## config.mk

```make
export PLATFORM = sky130hd
export DESIGN_NAME = mtc_pattern_gen
export DESIGN_NICKNAME = d
export VERILOG_FILES = /design/src/rtl/axi_mem_traffic_chk_pkg.sv /design/src/rtl/axi_mem_traffic_chk_pattern_gen.sv
export SDC_FILE = /design/constraint.sdc
export NUM_CORES = 1
export LEC_CHECK = 0
export ABC_CLOCK_PERIOD_IN_PS = 4800
export CAP_MARGIN = 0
export CORE_MARGIN = 2
export CORE_UTILIZATION = 45
export CTS_BUF_LIST = sky130_fd_sc_hd__clkbuf_8
export DETAILED_ROUTE_END_ITERATION = 10
export HOLD_SLACK_MARGIN = 0.06
export SETUP_SLACK_MARGIN = 0.05
export SYNTH_ARGS = -nofsm -noshare
export SYNTH_HDL_FRONTEND = slang
export SYNTH_SLANG_ARGS = --single-unit
```

## constraint.sdc

```tcl
create_clock -name clk -period 4.8 [get_ports clk]
set_input_delay 0.48 -clock clk [delete_from_list [all_inputs] [get_ports clk]]
set_output_delay 0.48 -clock clk [all_outputs]
set_load 0.02 [all_outputs]
```

## src/rtl/axi_mem_traffic_chk_pkg.sv

```systemverilog
`default_nettype none
// +----------------------------------------------------------------------------+
// | Module   : axi_mem_traffic_chk_pkg                                         |
// | Purpose  : Shared constants for the memory traffic generator/checker:      |
// |            pattern mode encodings, FSM state encodings and the LFSR        |
// |            polynomial/seed with its step function.                         |
// | Ports    : none (package)                                                  |
// | Revision : 1.0  initial release                                            |
// +----------------------------------------------------------------------------+
package axi_mem_traffic_chk_pkg;

    // Data pattern selection
    localparam logic [1:0] C_MODE_INCR  = 2'd0;
    localparam logic [1:0] C_MODE_LFSR  = 2'd1;
    localparam logic [1:0] C_MODE_WALK  = 2'd2;
    localparam logic [1:0] C_MODE_FIXED = 2'd3;

    // Controller state encoding
    localparam int         C_ST_W   = 3;
    localparam logic [C_ST_W-1:0] C_ST_IDLE = 3'd0;
    localparam logic [C_ST_W-1:0] C_ST_WA   = 3'd1;
    localparam logic [C_ST_W-1:0] C_ST_WD   = 3'd2;
    localparam logic [C_ST_W-1:0] C_ST_RA   = 3'd3;
    localparam logic [C_ST_W-1:0] C_ST_RD   = 3'd4;
    localparam logic [C_ST_W-1:0] C_ST_FIN  = 3'd5;

    // x^32 + x^22 + x^2 + x + 1, shifted left with feedback into bit 0
    localparam logic [31:0] C_LFSR_SEED = 32'h0000_0001;
    localparam logic [31:0] C_LFSR_TAPS = 32'h8020_0003;

    function automatic logic [31:0] lfsr_next(input logic [31:0] state);
        return {state[30:0], ^(state & C_LFSR_TAPS)};
    endfunction

endpackage
`default_nettype wire

```

## src/rtl/axi_mem_traffic_chk_pattern_gen.sv

```systemverilog
`default_nettype none
// +----------------------------------------------------------------------------+
// | Module   : mtc_pattern_gen                                                 |
// | Purpose  : Beat-indexed data pattern source. Output is combinational from  |
// |            internal state; restart returns to beat 0 (LFSR reseeded),      |
// |            advance steps to the next beat. restart wins over advance.      |
// | Ports    : clk, rstn        clock, async active-low reset                   |
// |            restart, advance sequencing controls                             |
// |            mode [1:0]      pattern selection                                |
// |            pattern [DATA_W] current beat's data                             |
// | Revision : 1.0  initial release                                            |
// +----------------------------------------------------------------------------+
module mtc_pattern_gen
    import axi_mem_traffic_chk_pkg::*;
#(
    parameter int DATA_W = 32
) (
    input  logic              clk,
    input  logic              rstn,
    input  logic              restart,
    input  logic              advance,
    input  logic [1:0]        mode,
    output logic [DATA_W-1:0] pattern
);

    localparam int C_STRB_W = DATA_W / 8;
    localparam int C_NWORDS = (DATA_W + 31) / 32;

    logic [31:0]            r_idx;
    logic [31:0]            r_lfsr;
    logic [DATA_W-1:0]      r_walk;
    logic [31:0]            w_word;
    logic [C_NWORDS*32-1:0] w_rep;

    always_ff @(posedge clk or negedge rstn) begin
        if (!rstn) begin
            r_idx  <= '0;
            r_lfsr <= C_LFSR_SEED;
            r_walk <= DATA_W'(1);
        end else if (restart) begin
            r_idx  <= '0;
            r_lfsr <= C_LFSR_SEED;
            r_walk <= DATA_W'(1);
        end else if (advance) begin
            r_idx  <= r_idx + 32'd1;
            r_lfsr <= lfsr_next(r_lfsr);
            r_walk <= {r_walk[DATA_W-2:0], r_walk[DATA_W-1]};
        end
    end

    assign w_word = (mode == C_MODE_LFSR) ? r_lfsr : r_idx;

    // 32-bit pattern words are repeated across the bus and trimmed to DATA_W
    for (genvar g = 0; g < C_NWORDS; g++) begin : g_rep
        assign w_rep[g*32 +: 32] = w_word;
    end

    always_comb begin
        pattern = {C_STRB_W{8'hA5}};
        case (mode)
            C_MODE_INCR,
            C_MODE_LFSR:  pattern = w_rep[DATA_W-1:0];
            C_MODE_WALK:  pattern = r_walk;
            C_MODE_FIXED: pattern = {C_STRB_W{8'hA5}};
            default:      pattern = {C_STRB_W{8'hA5}};
        endcase
    end

endmodule
`default_nettype wire

```

# After elaboration in Yosys (flattened, before gate mapping)
# Cells that the tools add are included.
dict set report word_totals {
  regBits 96
  latch_bits 0
  ramBits 0
  rom_bits 0
  inputBits 6
  output_inout_bits 32
  wordCells 19
  mem_count 0
}
dict set report classes {
  add_sub_neg 1
  n_mul 0
  n_div 0
  order_cmp 0
  eq_ne 3
  n_shift 0
  muxes 8
  n_bitwise 0
  n_reduce_logical 4
}
# op count
set op_table {}
lappend op_table {{32-bit two-way mux} 7}
lappend op_table {{32-bit one-hot mux with 3 select lines} 1}
lappend op_table {{32-bit by 1-bit adder with 32-bit output (second input constant)} 1}
lappend op_table {{32-bit XOR reduction} 1}
lappend op_table {{2-bit equality test (second input constant)} 2}
lappend op_table {{2-bit by 1-bit equality test with 1-bit output (second input constant)} 1}
lappend op_table {{2-bit logical NOT} 1}
lappend op_table {{2-bit nonzero test} 1}
lappend op_table {{2-bit OR reduction} 1}

# Longest topological paths before layout
# Gate-level depths: netlist of the first run.
dict set report logic_depth {
  word_depth 3
  ltp_mapped 6
  mapped_depth_nobuf 5
}

# Worst setup path before layout of the first run
# No wires, ideal clock.
dict set report synth_timing {
  path_type {input to output}
  start {in mode[0]}
  end {out pattern[12]}
  t_arrival_ns 1.830
  required_time_ns 4.320
  slack_ns 2.490
  cell_stages 5
  n_path_buf 3
  path_cell_list {clkbuf_1 buf_2 buf_2 mux2i_1 o21ai_0}
}
dict set report synth_between {
  elab_chain_len 3
  elab_cells_between_ends 7
  classes_between {3 x eq/ne; 2 x mux; 2 x reduce/logical}
}
# item line_no
set synth_lines {}
lappend synth_lines {{from (decl)} axi_mem_traffic_chk_pattern_gen.sv:22} ;# input logic [1:0] mode,
lappend synth_lines {{2-bit by 1-bit equality test with 1-bit output or 2-bit logical NOT (tied branches)} {axi_mem_traffic_chk_pattern_gen.sv:51, axi_mem_traffic_chk_pattern_gen.sv:60}}
lappend synth_lines {{32-bit two-way mux or 2-bit OR reduction (tied branches)} {axi_mem_traffic_chk_pattern_gen.sv:51, axi_mem_traffic_chk_pattern_gen.sv:60}}
lappend synth_lines {{32-bit one-hot mux with 3 select lines *} axi_mem_traffic_chk_pattern_gen.sv:60} ;# case (mode)
lappend synth_lines {{to (decl)} axi_mem_traffic_chk_pattern_gen.sv:23} ;# output logic [DATA_W-1:0] pattern
# Every way passes the cells marked *; elsewhere a longest branch is shown, timed or not.

# Worst setup path in the final report of the first run
dict set report layout_timing {
  start {in mode[1]}
  end {out pattern[9]}
}
# Same word-level chain as after synthesis.

==> run summary, run 1 <==
status -> finished clean
DP HPWL -> 7384 um
I/O pins -> 38
Post-CTS Setup Repair Bufs -> 0
CP bufs+invs -> 3
core area -> 10840 sq um
Reg2Reg Depth -> 4
DRC viols -> 0
Seq. cell area -> 2405 sq um
port bufs -> 37
Pre-Repair DR Iteration Count -> 4
post-route ant nets -> 0
Fin Clk Skew -> 11.83 ps
Rows -> 38
setup ws final -> 1366 ps
RSZ-0062 raised after global routing -> no
YS warnings -> 0
Slew Limit Fails -> 0
Switching Fraction -> 24.82%
Area Growth Syn to Fin -> 12.72%
footprint of the multi-input gates -> 2424 sq um
Starting Density -> 46.27%
Initial DRC Count -> 288
worst path cell trace -> clkdlybuf4s50_1 > nor2b_1 > buf_4 > nand2_1 > o21ai_0 > clkdlybuf4s50_1
root buffer cell -> clkbuf_8
CP Data Arrival Time -> 2950 ps
P_sw -> 0.0003886 W
Worst setup SP type -> primary input
first-pass GRT wire length -> 18660 um
grt total ovfl -> 0
Yosys cell types -> 41
syn_area_per_cell -> 10.34 sq um
Worst Path Max Fanout -> 20
Peak VDD IR -> 0.3321 mV
Hold Path Sink -> r_idx[0]
layout cell share with drive strength beyond 1 -> 10.85%
Yosys top cell area share -> 46.89%
CP Data Required Time -> 4320 ps
minimum clock period -> 3434 ps
vias in the first global route -> 3587
drt wl/cell -> 17.35 um
combinational share of power -> 8.9%
GRT Total Usage -> 20.61%
dominant synthesized flop cell -> dfrtp_1
ys async rst share -> 100.0%
Setup Total Neg Slack -> 0 ps
clock network power share -> 38.5%
diode count -> 0
CTS buffer count -> 9
PD cells -> 277.0 nW/um^2
htree depth -> 3
Layout Nets -> 509
reg-to-reg startpoint -> r_idx[2]
Post-Syn Area -> 5016 sq um
Fill cells -> 995
worst-case clock buffer depth -> 2
clk sink count -> 96
vias per cell -> 5.700
Resized cells post-CTS -> 0
Hold Path Stages -> 3
cell internal pwr -> 0.001177 W
pin count of the biggest net entering global routing -> 101
MaxCap Viol Count -> 0
Die X -> 109.6 um
slowest CP cell -> clkdlybuf4s50_1
Worst Hold Class -> in -> reg
synth top area cells -> dfrtp_1, mux2i_1, nor2_1, mux2_2, o22a_1
Vias -> 3688
Slew @ Worst Pin -> 1064 ps
reg2reg end -> r_idx[17]
LEAKAGE -> 2.566 nW
Die Height -> 109.6 um
final setup fails -> 0
R2R Setup Slk -> 2800 ps
Achievable Freq -> 291.2 MHz
element type at the critical path end -> primary output
crit-path leading delay family -> buffers and inverters
Die Area -> 12010 sq um
Clock Latency Late Sink -> 380 ps
Syn Inst Count -> 485
flip-flop and latch count after synthesis -> 96
Max stage delay on crit path -> 880 ps
Slew headroom -> 29.08%
gpl congestion -> 0.7654
Place WS -> 1375 ps
cell mode on critical path -> clkdlybuf4s50_1
hold path start -> advance
post-synthesis sequential area ratio -> 47.94%
Mapped Nets -> 492
final hold vios -> 0
largest area contributor in the netlist -> dfrtp_1
Reg power frac -> 52.5%
initial antenna violation count -> 0
WL final -> 11230 um
period utilization -> 71.55%
kind of critical path -> in -> out
CTS tree -> yes
Worst-path clk slew -> 100 ps
Post-synth EDFFs -> 0
## layer usage
layer	track usage, %	wire [um]	up-vias
li1	-	-	1779
met1	27.51	5173	1832
met2	32.72	5440	62
met3	4.920	377	15
met4	7.505	236	0
met5	0	0	-
## per-stage QoR
step / hold slack, ps / utilization, % / instance area [sq um] / power (W) / std cells
floorplan: 184.4 / - / 5016 / 0.0009232 / 485
global placement: 472.8 / 49.94 / 5414 / 0.0009783 / 630
detailed placement: 472.3 / 49.94 / 5414 / 0.0009799 / 630
CTS: 467.3 / 52.16 / 5654 / 0.001588 / 647
global route: 486.5 / 52.16 / 5654 / 0.001630 / 647
finish: 482.8 / 52.16 / 5654 / 0.001566 / 647
## kinds of logic (layout without fill, tap and decap cells)
kind of cell	Yosys count	count (layout)	synth area share [%]
simple gates	163	163	16.56
mux	98	98	20.03
flops	96	96	47.94
compound gates	76	76	9.728
buf+inv	41	63	3.742
xor+xnor	10	10	1.746
fa+ha+maj	1	1	0.2494
## synth_stat cells, types with 2 or more instances
| master | n |
|---|---|
| a21oi_1 | 21 |
| and3_1 | 3 |
| and4_1 | 4 |
| buf_1 | 2 |
| buf_2 | 12 |
| buf_6 | 2 |
| clkbuf_1 | 20 |
| dfrtp_1 | 94 |
| dfstp_2 | 2 |
| inv_1 | 4 |
| mux2_2 | 19 |
| mux2i_1 | 79 |
| nand2_1 | 27 |
| nand3_1 | 10 |
| nand4_1 | 5 |
| nand4_2 | 2 |
| nor2_1 | 74 |
| nor2b_1 | 5 |
| nor3_1 | 3 |
| o21ai_0 | 21 |
| o22a_1 | 16 |
| o31ai_1 | 15 |
| or3_1 | 5 |
| or4_1 | 15 |
| xnor2_1 | 5 |
| xor2_1 | 5 |
## power by group through the flow
stage                     registers, W   logic, W  clock network [W]
after floorplan               0.000836  0.0000873                  0
after global placement        0.000839   0.000140                  0
after detailed placement      0.000839   0.000141                  0
after CTS                     0.000823   0.000142           0.000623
after global routing          0.000824   0.000153           0.000653
final                         0.000822   0.000140           0.000604
## what timing repair did
| item | CTS | global route |
|---|---|---|
| endpoints found under the hold margin | 6 | 0 |
| hold buffers | 1 | 0 |
| setup endpoints to repair | 0 | 0 |
## worst max-delay path by stage
| stage | startpoint | end | slack [ps] | depth (start not counted) |
|---|---|---|---|---|
| floorplan | mode[0] | pattern[12] | 2490 | 5 |
| global placement | mode[1] | pattern[17] | 1520 | 6 |
| detailed placement | mode[1] | pattern[9] | 1380 | 6 |
| CTS | mode[1] | pattern[9] | 1360 | 6 |
| global route | mode[1] | pattern[4] | 1200 | 6 |
| finish | mode[1] | pattern[9] | 1370 | 6 |
## sequential cells by signal (all words and copies together), names as in the netlist
signal  count
r_idx      32
r_lfsr     32
r_walk     32
## layout make-up
class,count,share of cell area [%]
Clock buffer,10,2.434
Clock inverter,6,1.638
Tap cell,140,3.098
Sequential cell,96,42.53
Inverter,4,0.2655
Multi-Input combinational cell,348,42.86
Timing Repair Buffer,43,7.170
## worst min-delay path, cell delays in order
cell	delay [ps]
buf_4	170
xnor2_1	140
nor2_1	40
## placed cells by master (no fill, tap or decap), types with 10 or more instances in the layout
cell type	netlist	layout
nor2_1	74	74
a21oi_1	21	21
clkbuf_8	0	10
or4_1	15	15
nand2_1	27	27
nand3_1	10	10
o21ai_0	21	21
dfrtp_1	94	94
mux2_2	19	19
o22a_1	16	16
clkdlybuf4s50_1	0	33
o31ai_1	15	15
mux2i_1	79	79
Note: power is estimated with default switching activity, not from simulation.
==> run 2, diff against run 1 <==
--- a/config.mk
+++ b/config.mk
@@ -5,7 +5,7 @@
 export SDC_FILE = /design/constraint.sdc
 export NUM_CORES = 1
 export LEC_CHECK = 0
-export ABC_CLOCK_PERIOD_IN_PS = 4800
+export ABC_CLOCK_PERIOD_IN_PS = 3400
 export CAP_MARGIN = 0
 export CORE_MARGIN = 2
 export CORE_UTILIZATION = 45
==> constraint.sdc (replaced) <==
create_clock -name clk -period 3.4 [get_ports clk]
set_input_delay 0.34 -clock clk [delete_from_list [all_inputs] [get_ports clk]]
set_output_delay 0.34 -clock clk [all_outputs]
set_load 0.02 [all_outputs]
==> run summary, run 2 (synthesized netlist as in run 1, its figures left out) <==
CTS buffer count -> 9
Vias -> 3751
Reg2Reg Depth -> 4
clk sink count -> 96
Peak VDD IR -> 0.2959 mV
CP bufs+invs -> 4
P_sw -> 0.0005344 W
cell internal pwr -> 0.001621 W
Switching Fraction -> 24.79%
reg-to-reg startpoint -> r_idx[0]
htree depth -> 3
Achievable Freq -> 366.7 MHz
element type at the critical path end -> primary output
commonest non-fill, non-tap cell in the layout -> dfrtp_1
Slew Limit Fails -> 0
Pre-Repair DR Iteration Count -> 4
Layout Nets -> 512
Post-CTS Setup Repair Bufs -> 0
combinational share of power -> 9.3%
CP Data Arrival Time -> 2390 ps
pin count of the biggest net entering global routing -> 62
footprint of the multi-input gates -> 2424 sq um
Worst setup SP type -> primary input
Clock Latency Late Sink -> 380 ps
reg2reg end -> r_idx[26]
Crit. Startpoint -> mode[1]
Hold Path Stages -> 3
DRC viols -> 0
slowest CP cell -> clkdlybuf4s50_1
I/O pins -> 38
WL final -> 11690 um
CTS tree -> yes
Worst-path clk slew -> 100 ps
Seq. cell area -> 2405 sq um
worst path cell trace -> clkdlybuf4s50_1 > buf_4 > nor2b_1 > buf_4 > nand2_1 > o21ai_0 > clkdlybuf4s50_1
R2R Setup Slk -> 1370 ps
Die X -> 109.6 um
root buffer cell -> clkbuf_8
Fin Clk Skew -> 20.46 ps
Setup Total Neg Slack -> 0 ps
kind of critical path -> in -> out
diode count -> 0
Rows -> 38
WP depth -> 7
first-pass GRT wire length -> 18930 um
MaxCap Viol Count -> 0
final setup fails -> 0
vias in the first global route -> 3727
Resized cells post-CTS -> 0
drt wl/cell -> 18.01 um
RSZ-0062 raised after global routing -> no
Area Growth Syn to Fin -> 12.70%
biggest registers after layout -> r_idx x32, r_lfsr x32, r_walk x32
grt total ovfl -> 0
worst-case clock buffer depth -> 2
Initial DRC Count -> 247
fin area -> 5653 sq um
minimum clock period -> 2727 ps
gpl congestion -> 0.8551
clock network power share -> 36.8%
Slew headroom -> 35.56%
Max stage delay on crit path -> 670 ps
layout cell share with drive strength beyond 1 -> 11.00%
final hold vios -> 0
most frequent cells in the layout -> dfrtp_1, mux2i_1, nor2_1
CP Data Required Time -> 3060 ps
dpl cell area -> 5436 sq um
GRT Total Usage -> 20.90%
Worst Path Max Fanout -> 16
Final Power -> 0.002156 W
post-route ant nets -> 0
Reg power frac -> 53.9%
PD cells -> 381.3 nW/um^2
period utilization -> 80.21%
core area -> 10840 sq um
Worst Hold Class -> in -> reg
Fill cells -> 1010
crit-path leading delay family -> buffers and inverters
port bufs -> 37
initial antenna violation count -> 0
LEAKAGE -> 2.577 nW
Starting Density -> 46.27%
Die Area -> 12010 sq um
status -> finished clean
Die Height -> 109.6 um
Critical Path End -> pattern[6]
vias per cell -> 5.780
Slew @ Worst Pin -> 966.6 ps
DP HPWL -> 7802 um
-- run 2: cell count changes in the layout (fill, tap and decap cells not counted) --
cell	before	now
clkinv_4	2	0
clkinvlp_4	2	1
inv_1	4	5
bufinv_16	2	1
buf_4	8	11
clkbuf_8	10	12
-- run 2: stage by stage --
step	worst slack, ps	utilization, %	hold slack [ps]	instances
after global placement	733.5	50.15	468.3	633
final	673.0	52.15	376.6	649
after detailed placement	711.2	50.15	466.2	633
after global routing	605.3	52.15	374.7	649
after CTS	694.0	52.15	354.4	649
after floorplan	1370	-	44.41	485
-- run 2: metal layers --
metal / part of all wire, % / vias to the layer above / global-route usage, %
li1: - / 1766 / -
met1: 45 / 1901 / 26.44
met2: 50 / 68 / 35.14
met3: 3.3 / 16 / 5.453
met4: 1.5 / 0 / 6.420
met5: 0 / - / 0
-- run 2: how the worst min path moves through the flow --
| stage | startpoint | endpoint | slack [ps] |
|---|---|---|---|
| 2_1_floorplan | rstn | r_idx[0] | 40 |
| 3_3_place_gp | rstn | r_walk[22] | 470 |
| 3_5_place_dp | rstn | r_walk[20] | 470 |
| 5_1_grt | advance | r_idx[0] | 370 |
| 4_1_cts | advance | r_idx[0] | 350 |
| 6_report | advance | r_idx[0] | 380 |
-- run 2: power by group through the flow --
stage / clock network (W) / logic, W / registers, W
floorplan: 0 / 0.000123 / 0.00118
global placement: 0 / 0.000202 / 0.00118
detailed placement: 0 / 0.000202 / 0.00118
CTS: 0.000821 / 0.000204 / 0.00116
global route: 0.000862 / 0.000218 / 0.00116
finish: 0.000794 / 0.000201 / 0.00116
-- run 2: layout make-up --
class | instances | share of cell area [%]
flip-flops and latches | 96 | 42.54
clock inverters | 3 | 0.7304
multi-input cells | 348 | 42.87
repair buffers | 46 | 7.570
well taps | 140 | 3.099
clock buffers | 12 | 2.922
inverters | 4 | 0.2656
-- run 2: tightest hold or removal path: cells and delay by family --
family | cells | cell delay [ps]
buffers and inverters | 1 | 200
xor gates and xnor gates | 1 | 150
and+or+nand+nor | 1 | 40
-- run 2: what timing repair did --
item                                    CTS  global route
hold endpoints to repair                 55             0
endpoints found under the setup margin    0             0
hold buffers                              1             0
==> run 3, diff against run 2 <==
--- a/config.mk
+++ b/config.mk
@@ -5,7 +5,7 @@
 export SDC_FILE = /design/constraint.sdc
 export NUM_CORES = 1
 export LEC_CHECK = 0
-export ABC_CLOCK_PERIOD_IN_PS = 3400
+export ABC_CLOCK_PERIOD_IN_PS = 2750
 export CAP_MARGIN = 0
 export CORE_MARGIN = 2
 export CORE_UTILIZATION = 45
==> constraint.sdc (replaced) <==
create_clock -name clk -period 2.75 [get_ports clk]
set_input_delay 0.275 -clock clk [delete_from_list [all_inputs] [get_ports clk]]
set_output_delay 0.275 -clock clk [all_outputs]
set_load 0.02 [all_outputs]
==> run summary, run 3 (synthesized netlist as in run 1, its figures left out) <==
status -> finished clean
met2 Track Usage GR -> 36.20%
root buffer cell -> clkbuf_8
gpl congestion -> 0.7298
Worst Path Max Fanout -> 7
CP Data Arrival Time -> 1950 ps
Slew headroom -> 33.10%
DP HPWL -> 7648 um
DRC viols -> 0
drt wl/cell -> 17.71 um
CTS tree -> yes
post-route ant nets -> 0
CP Data Required Time -> 2480 ps
Vias -> 3701
dpl cell area -> 5477 sq um
pin count of the biggest net entering global routing -> 72
vias in the first global route -> 3756
Area Growth Syn to Fin -> 12.85%
first-pass GRT wire length -> 18870 um
Starting Density -> 46.27%
Crit. Startpoint -> mode[1]
element type at the critical path end -> primary output
Slew @ Worst Pin -> 1004 ps
core area -> 10840 sq um
Die Height -> 109.6 um
WL final -> 11550 um
most frequent cells in the layout -> dfrtp_1, mux2i_1, nor2_1
grt met3 use -> 4.031%
layout cell share with drive strength beyond 1 -> 11.52%
MaxCap Viol Count -> 0
Pre-Repair DR Iteration Count -> 4
Worst setup SP type -> primary input
Achievable Freq -> 449.8 MHz
Setup Total Neg Slack -> 0 ps
layer with the highest usage -> met2
Worst-path clk slew -> 90 ps
Peak VDD IR -> 0.3155 mV
Fin Clk Skew -> 7.253 ps
Slew Limit Fails -> 0
biggest registers after layout -> r_idx x32, r_lfsr x32, r_walk x32
final setup fails -> 0
Initial DRC Count -> 236
period utilization -> 80.85%
initial antenna violation count -> 0
minimum clock period -> 2223 ps
port bufs -> 37
PD cells -> 448.4 nW/um^2
CTS buffer count -> 9
vias per cell -> 5.676
GRT Total Usage -> 20.59%
diode count -> 0
commonest non-fill, non-tap cell in the layout -> dfrtp_1
kind of critical path -> in -> out
met1 usage -> 25.56%
clk sink count -> 96
RSZ-0062 raised after global routing -> no
Worst Hold Class -> in -> reg
reg-to-reg startpoint -> r_idx[0]
htree depth -> 3
LEAKAGE -> 2.576 nW
Die Area -> 12010 sq um
grt total ovfl -> 0
Post-CTS Setup Repair Bufs -> 0
Layout Nets -> 514
Clock Latency Late Sink -> 370 ps
hold path start -> restart
final hold vios -> 0
fin area -> 5660 sq um
Rows -> 38
I/O pins -> 38
worst-case clock buffer depth -> 2
Die X -> 109.6 um
## run 3: worst max-delay path, stage by stage
cell,delay (ps)
clkdlybuf4s50_1,510
nor2b_1,180
buf_4,180
nand2_1,70
o21ai_0,80
clkdlybuf4s50_1,650
## run 3: power breakdown
group / switching (W) / internal (W) / total, W
Sequential: 0.0000136 / 0.00142 / 0.00144
Clock: 0.000501 / 0.000347 / 0.000848
Combinational: 0.000154 / 0.000101 / 0.000255
Total: 0.000668 / 0.00187 / 0.00254
## run 3: what timing repair did
item	CTS	global route
hold endpoints to repair	41	0
resized for setup	0	0
hold buffers	1	0
## run 3: cell type report
cell class	instances	area, sq um
multi-input cells	348	2424
well taps	140	175.2
fillers	1006	5180
inverters	4	15.01
repair buffers	48	467.9
clock buffers	10	137.6
flip-flops and latches	96	2405
clock inverters	6	36.28
## run 3: worst paths after layout
kind | end | slack (ps) | cells after the start
worst max-delay path | pattern[6] | 530 | 6
worst min-delay path | r_idx[1] | 290 | 2
worst max register to register | r_idx[26] | 740 | 4
worst min register to register | r_walk[0] | 540 | 1
max in group asynchronous | r_idx[2] | 1610 | 3
min in group asynchronous | r_walk[22] | 440 | 2
## run 3: stage by stage
| stage | std cells | worst slack, ps | total power [W] | hold slack (ps) | utilization [%] |
|---|---|---|---|---|---|
| floorplan | 485 | 850.1 | 0.001611 | -20.59 | - |
| global placement | 635 | 532.9 | 0.001718 | 308.2 | 50.52 |
| detailed placement | 635 | 510.9 | 0.001720 | 313.7 | 50.52 |
| CTS | 652 | 508.6 | 0.002576 | 271.8 | 52.22 |
| global route | 652 | 406.3 | 0.002644 | 282.9 | 52.22 |
| finish | 652 | 526.7 | 0.002538 | 287.8 | 52.22 |
## run 3: metal layers
layer	routed length, um	up-vias
met4	133	0
met1	5157	1875
li1	-	1776
met3	271	12
met5	0	-
met2	5983	38
